File: config.mk
export PLATFORM = sky130hd
export DESIGN_NAME = alu_pipe
export DESIGN_NICKNAME = d
export VERILOG_FILES = /design/src/rtl/alu_pipe.sv
export SDC_FILE = /design/constraint.sdc
export NUM_CORES = 1
export LEC_CHECK = 0
export CORE_MARGIN = 2
export CORE_UTILIZATION = 55
export DETAILED_ROUTE_END_ITERATION = 12
export PLACE_DENSITY_LB_ADDON = 0.25
export SLEW_MARGIN = 20
export SYNTH_ARGS = -nofsm -noshare
export SYNTH_HDL_FRONTEND = slang
export SYNTH_SLANG_ARGS = --single-unit
File: constraint.sdc
create_clock -name clk -period 5.01 [get_ports clk]
set_input_delay 1.503 -clock clk [delete_from_list [all_inputs] [get_ports clk]]
set_output_delay 1.503 -clock clk [all_outputs]
set_load 0.01 [all_outputs]
File: src/rtl/alu_pipe.sv
// -----------------------------------------------------------------------------
// alu_pipe -- two-stage pipelined ALU with a persistent carry register.
//
// This ALU supports the 12 base operations: arithmetic, logic, shifts and
// rotates. It adds ADC, SBC and CMP so that multi-word arithmetic can be
// chained through carry_q. A valid/ready handshake is used on both sides.
//
// Stage 1 registers the operands and the opcode. The ALU result is computed
// combinationally from stage 1. Stage 2 registers the result and the flags and
// drives the outputs. carry_q takes the carry of every op that moves from
// stage 1 to stage 2, except the reserved opcode. Back-to-back ADC/SBC ops
// therefore chain without a bubble.
//
// Ports:
//   clk        clock, rising edge
//   rst_n      asynchronous active-low reset
//   in_valid   operands/opcode present
//   in_ready   pipe accepts operands this cycle
//   A, B       WIDTH-bit operands
//   opcode     4-bit operation select
//   out_valid  result/flags valid
//   out_ready  consumer takes the result this cycle
//   result     registered WIDTH-bit result
//   zero       result == 0
//   carry      carry / borrow / shifted-out bit
//   overflow   signed overflow
//   sign       sign of the (arithmetic) result
// -----------------------------------------------------------------------------
module alu_pipe #(
    parameter int WIDTH = 8
) (
    input  logic             clk,
    input  logic             rst_n,
    input  logic             in_valid,
    output logic             in_ready,
    input  logic [WIDTH-1:0] A,
    input  logic [WIDTH-1:0] B,
    input  logic [3:0]       opcode,
    output logic             out_valid,
    input  logic             out_ready,
    output logic [WIDTH-1:0] result,
    output logic             zero,
    output logic             carry,
    output logic             overflow,
    output logic             sign
);

    localparam logic [3:0] OP_ADD = 4'b0000;
    localparam logic [3:0] OP_SUB = 4'b0001;
    localparam logic [3:0] OP_INC = 4'b0010;
    localparam logic [3:0] OP_DEC = 4'b0011;
    localparam logic [3:0] OP_AND = 4'b0100;
    localparam logic [3:0] OP_OR  = 4'b0101;
    localparam logic [3:0] OP_XOR = 4'b0110;
    localparam logic [3:0] OP_NOT = 4'b0111;
    localparam logic [3:0] OP_SHL = 4'b1000;
    localparam logic [3:0] OP_SHR = 4'b1001;
    localparam logic [3:0] OP_ROL = 4'b1010;
    localparam logic [3:0] OP_ROR = 4'b1011;
    localparam logic [3:0] OP_ADC = 4'b1100;
    localparam logic [3:0] OP_SBC = 4'b1101;
    localparam logic [3:0] OP_CMP = 4'b1110;
    localparam logic [3:0] OP_RSV = 4'b1111;

    typedef struct packed {
        logic [WIDTH-1:0] res;
        logic             z;
        logic             c;
        logic             v;
        logic             s;
    } alu_out_t;

    // All add/subtract variants share one (WIDTH+1)-bit adder. On subtracts,
    // bit WIDTH of the wrapped difference is the borrow. CMP keeps A as its
    // result but reports the flags of A-B. Zero always follows the result.
    function automatic alu_out_t alu_eval(
        input logic [WIDTH-1:0] a,
        input logic [WIDTH-1:0] b,
        input logic [3:0]       op,
        input logic             cin
    );
        alu_out_t         o;
        logic [WIDTH-1:0] opnd;
        logic [WIDTH:0]   ext;
        logic             is_arith;
        logic             is_sub;
        logic             use_cin;
        o        = '0;
        opnd     = b;
        is_arith = 1'b0;
        is_sub   = 1'b0;
        use_cin  = 1'b0;
        case (op)
            OP_ADD: is_arith = 1'b1;
            OP_SUB: begin is_arith = 1'b1; is_sub = 1'b1; end
            OP_INC: begin is_arith = 1'b1; opnd = WIDTH'(1); end
            OP_DEC: begin is_arith = 1'b1; is_sub = 1'b1; opnd = WIDTH'(1); end
            OP_ADC: begin is_arith = 1'b1; use_cin = 1'b1; end
            OP_SBC: begin is_arith = 1'b1; is_sub = 1'b1; use_cin = 1'b1; end
            OP_CMP: begin is_arith = 1'b1; is_sub = 1'b1; end
            default: ;
        endcase

        if (is_sub)
            ext = {1'b0, a} - {1'b0, opnd} - {{WIDTH{1'b0}}, use_cin & cin};
        else
            ext = {1'b0, a} + {1'b0, opnd} + {{WIDTH{1'b0}}, use_cin & cin};

        case (op)
            OP_AND: o.res = a & b;
            OP_OR:  o.res = a | b;
            OP_XOR: o.res = a ^ b;
            OP_NOT: o.res = ~a;
            OP_SHL: begin o.res = {a[WIDTH-2:0], 1'b0};      o.c = a[WIDTH-1]; end
            OP_SHR: begin o.res = {1'b0, a[WIDTH-1:1]};      o.c = a[0];       end
            OP_ROL: begin o.res = {a[WIDTH-2:0], a[WIDTH-1]}; o.c = a[WIDTH-1]; end
            OP_ROR: begin o.res = {a[0], a[WIDTH-1:1]};      o.c = a[0];       end
            OP_CMP: o.res = a;
            OP_RSV: o.res = '0;
            default: o.res = ext[WIDTH-1:0];
        endcase

        if (is_arith) begin
            o.c = ext[WIDTH];
            if (is_sub)
                o.v = (a[WIDTH-1] != opnd[WIDTH-1]) && (ext[WIDTH-1] != a[WIDTH-1]);
            else
                o.v = (a[WIDTH-1] == opnd[WIDTH-1]) && (ext[WIDTH-1] != a[WIDTH-1]);
        end

        o.z = (o.res == '0);
        o.s = is_arith ? ext[WIDTH-1] : o.res[WIDTH-1];
        return o;
    endfunction

    logic             vld_p1;
    logic [WIDTH-1:0] a_p1;
    logic [WIDTH-1:0] b_p1;
    logic [3:0]       op_p1;

    logic             vld_p2;
    logic [WIDTH-1:0] res_p2;
    logic             z_p2;
    logic             c_p2;
    logic             v_p2;
    logic             s_p2;

    logic             carry_q;
    logic             s1_adv;
    logic             s2_adv;
    alu_out_t         alu_p1;

    assign s2_adv   = !vld_p2 || out_ready;
    assign s1_adv   = vld_p1 && s2_adv;
    assign in_ready = !vld_p1 || s2_adv;

    // ---- stage 1: operand capture ----
    always_ff @(posedge clk or negedge rst_n) begin
        if (!rst_n) begin
            vld_p1 <= 1'b0;
        end else if (in_ready) begin
            vld_p1 <= in_valid;
        end
    end

    always_ff @(posedge clk) begin
        if (in_valid && in_ready) begin
            a_p1  <= A;
            b_p1  <= B;
            op_p1 <= opcode;
        end
    end

    assign alu_p1 = alu_eval(a_p1, b_p1, op_p1, carry_q);

    // ---- stage 2: result and flag registers ----
    always_ff @(posedge clk or negedge rst_n) begin
        if (!rst_n) begin
            vld_p2  <= 1'b0;
            res_p2  <= '0;
            z_p2    <= 1'b0;
            c_p2    <= 1'b0;
            v_p2    <= 1'b0;
            s_p2    <= 1'b0;
            carry_q <= 1'b0;
        end else begin
            if (s2_adv)
                vld_p2 <= vld_p1;
            if (s1_adv) begin
                res_p2 <= alu_p1.res;
                z_p2   <= alu_p1.z;
                c_p2   <= alu_p1.c;
                v_p2   <= alu_p1.v;
                s_p2   <= alu_p1.s;
                // The reserved opcode must not disturb a carry chain in progress.
                if (op_p1 != OP_RSV)
                    carry_q <= alu_p1.c;
            end
        end
    end

    assign out_valid = vld_p2;
    assign result    = res_p2;
    assign zero      = z_p2;
    assign carry     = c_p2;
    assign overflow  = v_p2;
    assign sign      = s_p2;

endmodule
; ---- After elaboration in Yosys (flattened, before gate mapping)
; Cells that the tools add are included.
; Widths: inputs -> output; s select.
[totals]
out_inout_bits = 14
register_bits = 35
[op_classes]
n_bitwise = 5
addsub = 4
muxes = 10
n_reduce_logical = 17
n_eq_ne = 19
[ops]
columns = op, count
row1 = $pmux 8 s10, 1
row2 = $eq 4x4->1 const B, 8
row3 = $eq 4x3->1 const B, 4
row4 = $add 8x8->9, 1
row5 = $add 9x1->9, 1
row6 = $mux 9, 1
row7 = $sub 8x8->9, 1
row8 = $sub 9x1->9, 1
row9 = $and 8x8->8, 1
row10 = $eq 4x2->1 const B, 2
row11 = $logic_not 8->1, 1
row12 = $mux 8, 1
row13 = $not 8->8, 1
row14 = $or 8x8->8, 1
row15 = $reduce_or 2->1, 4
row16 = $xor 8x8->8, 1
row17 = $reduce_or 7->1, 1
row18 = $mux 1, 5
row19 = $eq 4x1->1 const B, 1
row20 = $logic_and 1x1->1, 4
row21 = $logic_not 4->1, 1
row22 = $ne 4x4->1 const B, 1
row23 = $reduce_or 4->1, 1
row24 = $logic_not 1->1, 2
row25 = other kinds (7), 9

; ---- Logic depth before layout (Yosys ltp)
[depth]
ltp_word = 10
depth_mapped = 15

; ---- Worst setup path before layout
; No wires, ideal clock.
[synth_timing]
kind = reg-to-reg
start = register op_p1[3]
end = register z_p2, in the netlist zero
stages_incl_launch_ff = 15
t_arrival_ps = 3662
period_less_slack_ps = 3783
setup_slack_ps = 1227
cell_sequence = edfxtp_1 clkbuf_1 clkbuf_1 and2_1 nand3_1 inv_1 fa_1 ha_1 o2111a_1 a2111oi_0 o21ai_0 xor2_1 nor2_1 a211o_1 a41o_1
[synth_between]
elab_chain_cells = 8
[synth_lines]
columns = item, line_no
row1 = start: declaration, 139  ; logic [3:0] op_p1;
row2 = start signal: assignment, 170  ; op_p1 <= opcode;
row3 = $eq 4x2->1 or $eq 4x4->1 (tied branches), 93  ; case (op)
row4 = $reduce_or 2->1 (no source line), n/a
row5 = $mux 8 or $mux 1 (tied branches), 93
row6 = $add 8x8->9 (tied with other cells), 107  ; ext = {1'b0, a} + {1'b0, opnd} + {{WIDTH{1'b0}}, use_cin & cin};
row7 = $add 9x1->9 or $sub 9x1->9 (tied branches), "107, 105"
row8 = $mux 9, 104  ; if (is_sub)
row9 = $pmux 8 s10 (*), 109  ; case (op)
row10 = $logic_not 8->1 (*), 131  ; o.z = (o.res == '0);
row11 = end signal: assignment, 191  ; z_p2 <= alu_p1.z;
row12 = end: declaration, 143  ; logic z_p2;
; Mark *: on every way between the ends. The rest lies on a longest branch, timed or not.
; A chain may end at the register's enable or synchronous reset.

; ---- Worst setup path after layout
; Ends and elaborated chain as after synthesis.

==> summary.md <==
| Metric | Value |
|---|---|
| Worst setup SP type | flop |
| ANT cells | 0 |
| Die width | approximately 79 microns |
| Internal power | between 0.6 and 0.7 mW |
| I/O Pins | 38 |
| Flop pwr share | 0.391 |
| Crit-path cells | inv_1, nand2_1, nor2_1, nor2_1, ha_1, inv_1, ha_1, and2_1, a2111oi_0, o21ai_0, xor2_1, nor2_1, a211o_1, a41o_1 |
| Largest family of logic cells by synthesized area | compound AO/OA/AOI/OAI gates |
| RSZ-0062 raised after global routing | no |
| Top post-synthesis cells by area | edfxtp_1 (20%), ha_1 (15%), dfrtp_1 (12%) |
| Setup Skew | ~0.0089 ns |
| Clk slew on worst S/H paths | approximately 0.070 ns |
| Core ar. | between 5000 and 6000 sq um |
| Clock tree sinks | 35 |
| Area Growth Syn to Fin | 16.89% |
| Dpl cell area | ~3500 sq um |
| Req. time, crit path | about 5.2 ns |
| CTS root buffer | clkbuf_8 |
| First-pass GRT wire length | 12320 microns |
| Placed insts | 433 |
| Die Ht | ~79 microns |
| Setup TNS Final | 0 ns |
| Worst path bufs/invs | 2 |
| DR pass1 iterations | 6 |
| Ys flop type | edfxtp_1 |
| #FFs+latches synth | 35 |
| TritonCTS clock tree | yes |
| # hold bufs at CTS | 0 |
| Syn Area/Cell | 9.182 sq um |
| Adder-cell share of the synthesized area | 0.1771 |
| Worst path most repeated cell | nor2_1 |
| Worst Path Arrival | 4.41 ns |
| EDFF count, synth | 20 |
| CP delay by family, top | compound AO/OA/AOI/OAI gates |
| Pins over their slew limit | 0 |
| Crit path largest cell delay | roughly 0.69 ns |
| Final period util | 0.8442 |
| Vias in the first global route | ~2500 |
| Total grt overflow | 0 |
| Logic pwr share | 0.387 |
| Syn Inst Count | about 330 |
| HP Class | flop to flop |
| Status | finished, final reports clean |
| Synth Cell Area | between 3000 and 4000 sq um |
| Cts bufs inserted | 5 |
| Die area | 6189 sq um |
| CTS Buffer Depth | 2 |
| Top cell type by total area after synthesis | edfxtp_1 |
| Pwr Density | roughly 270 nW/um^2 |
| Post-CTS Setup Bufs | 0 |
| CTS H-tree lvls | 2 |
| Max Cap Viol | 0 |
| Filler cells | about 470 |
| Max_slew headroom | 0.4445 |
| Compound-cell area share of the yosys netlist | 0.2130 |
| Sw Share | 0.3443 |
| Fmax | 236.4 MHz |
| Yosys cell types | 55 |
| Leading cell types in the layout, fill and taps excluded | ha_1 (37), clkdlybuf4s50_1 (37), inv_1 (36), nor2_1 (25), o21ai_0 (22) |
| Final nets | ~430 |
| # resized after CTS | 0 |
| Net Switching | ~0.33 mW |
| Pin count of the biggest net entering global routing | 36 |
| Final std cells w/o fill | between 400 and 500 |
| CP max FO | 8 |
| Setup crit end kind | flop |
| Routed wire length | 7508 microns |
| Final Critical Period | roughly 4.2 ns |
| Mux cell area share after synthesis | 0.04447 |
| Async SR Flop Fraction | 0.4286 |
| Simple-Gate Fraction of Synth Area | 0.1371 |
| HPWL Detailed | 5810 microns |
| DR iter-0 viols | just over 200 |
| Mapped Nets | 399 |
| Drc violations | 0 |
| Number of I/O port buffers | 37 |
| DR vias | approximately 2600 |
| DR WL/cell | 17.02 microns |
| XOR/XNOR Fraction of Synth Area | 0.04570 |
| Yosys warning count | 0 |
| Global-route usage over all layers | 0.2591 |
| Critical-path top delay cell | a2111oi_0 |
| Initial Util | 0.5638 |
| Critical path class | flop to flop |
| Fin area | 3585 sq um |
| Setup-failing EPs final | 0 |
| Initial antenna violation count | 0 |
| Seq/Total Area, Yosys | 0.3182 |
| Hold Slack | about 0.48 ns |
| Row count | 27 |
| Slew @ Worst Pin | around 0.83 ns |
| Clock latency on the worst-skew pair | approximately 0.29 ns |
| Routed vias/inst | slightly below 6 |
| Clock power share | 0.223 |
| Routed Antenna Nets | 0 |
| Synth top area share | 0.1958 |
| Final Hold Fails | 0 |
| Leak | 1.534 nW |
| Layout cells sized above 1 | 0.05149 |
| Peak VDD IR | around 200 uV |
| Final Wtd Congestion | ~1.0 |
-- power by group through the flow --
stage	Sequential, mW	Clock, mW	Combinational [mW]
final	0.375	0.214	0.371
after global routing	0.379	0.232	0.410
after CTS	0.374	0.220	0.369
after detailed placement	0.380	0	0.367
after global placement	0.378	0	0.358
after floorplan	0.384	0	0.229
-- registers in the layout, summed over array words and instances, names as in the netlist, 4 cells and up --
| name | flops |
|---|---|
| b_p1 | 8 |
| op_p1 | 4 |
| a_p1 | 8 |
| result | 8 |
-- cell usage after synthesis (2+ instances only) --
library cell  number
edfxtp_1          20
o211ai_1           4
o21ai_0           22
nand3b_1           2
o31ai_1            2
o22ai_1            4
dfrtp_1           15
a31oi_1            2
a32oi_1            3
nor2_1            25
and2_1             5
mux2i_1            8
mux2_2             5
xnor2_1           12
clkbuf_1           8
a221oi_1           4
xor2_1             4
o21bai_1           2
nand2_1           21
a2111oi_0          3
buf_1              2
a22oi_1            2
inv_1             36
a21o_1             3
nand3_1            6
o221ai_1           7
nor2b_1            3
ha_1              37
fa_1               4
nor3_1             3
a21oi_1           21
nand2b_1          14
buf_2              2
nor4_1             2
-- worst register-to-register path: stages (launching register included) --
cell	delay, ns
edfxtp_1	0.38
inv_1	0.24
nand2_1	0.24
nor2_1	0.38
nor2_1	0.12
ha_1	0.37
inv_1	0.08
ha_1	0.35
and2_1	0.19
a2111oi_0	0.69
o21ai_0	0.24
xor2_1	0.26
nor2_1	0.06
a211o_1	0.29
a41o_1	0.23
-- stage by stage --
step | worst slack (ns) | power, mW | util
6_report | 0.7806 | 0.9594 | 0.6591
3_5_place_dp | 0.8171 | 0.7469 | 0.6418
4_1_cts | 0.8090 | 0.9626 | 0.6591
2_1_floorplan | 1.227 | 0.6125 | -
5_1_grt | 0.4232 | 1.022 | 0.6591
3_3_place_gp | 0.8739 | 0.7365 | 0.6418
-- final cells by class --
cell class / count / area, sq um / share of cell area
flip-flops and latches: 35 / 975.9 / 0.2723
clock buffers: 6 / 82.58 / 0.02304
well taps: 72 / 90.09 / 0.02513
clock inverters: 2 / 11.26 / 0.003141
multi-input cells: 249 / 1893 / 0.5281
repair buffers: 40 / 392.9 / 0.1096
inverters: 37 / 138.9 / 0.03874
-- routing by layer --
| metal | vias to the layer above | wire length (microns) | track usage |
|---|---|---|---|
| met5 | - | 0 | 0 |
| met3 | 30 | 588 | 0.06092 |
| li1 | 1270 | - | - |
| met1 | 1173 | 3226 | 0.3487 |
| met2 | 120 | 3340 | 0.3923 |
| met4 | 0 | 352 | 0.1263 |
-- cells by family after synthesis --
kind of cell    count (synthesis)
flops                          35
mux                            13
xor+xnor                       16
simple gates                   86
buf+inv                        50
compound gates                 93
fa+ha+maj                      41
-- final timing paths --
check	start	endpoint	slack (ns)	cells after the start
max	op_p1[3]	zero	0.78	14
min	carry	carry	0.48	1
max reg2reg	op_p1[3]	zero	0.78	14
min reg2reg	carry	carry	0.48	1
max in group asynchronous	rst_n	carry_q	2.92	1
min in group asynchronous	rst_n	out_valid	1.64	1
No activity file was read; power rests on OpenSTA's default activity.
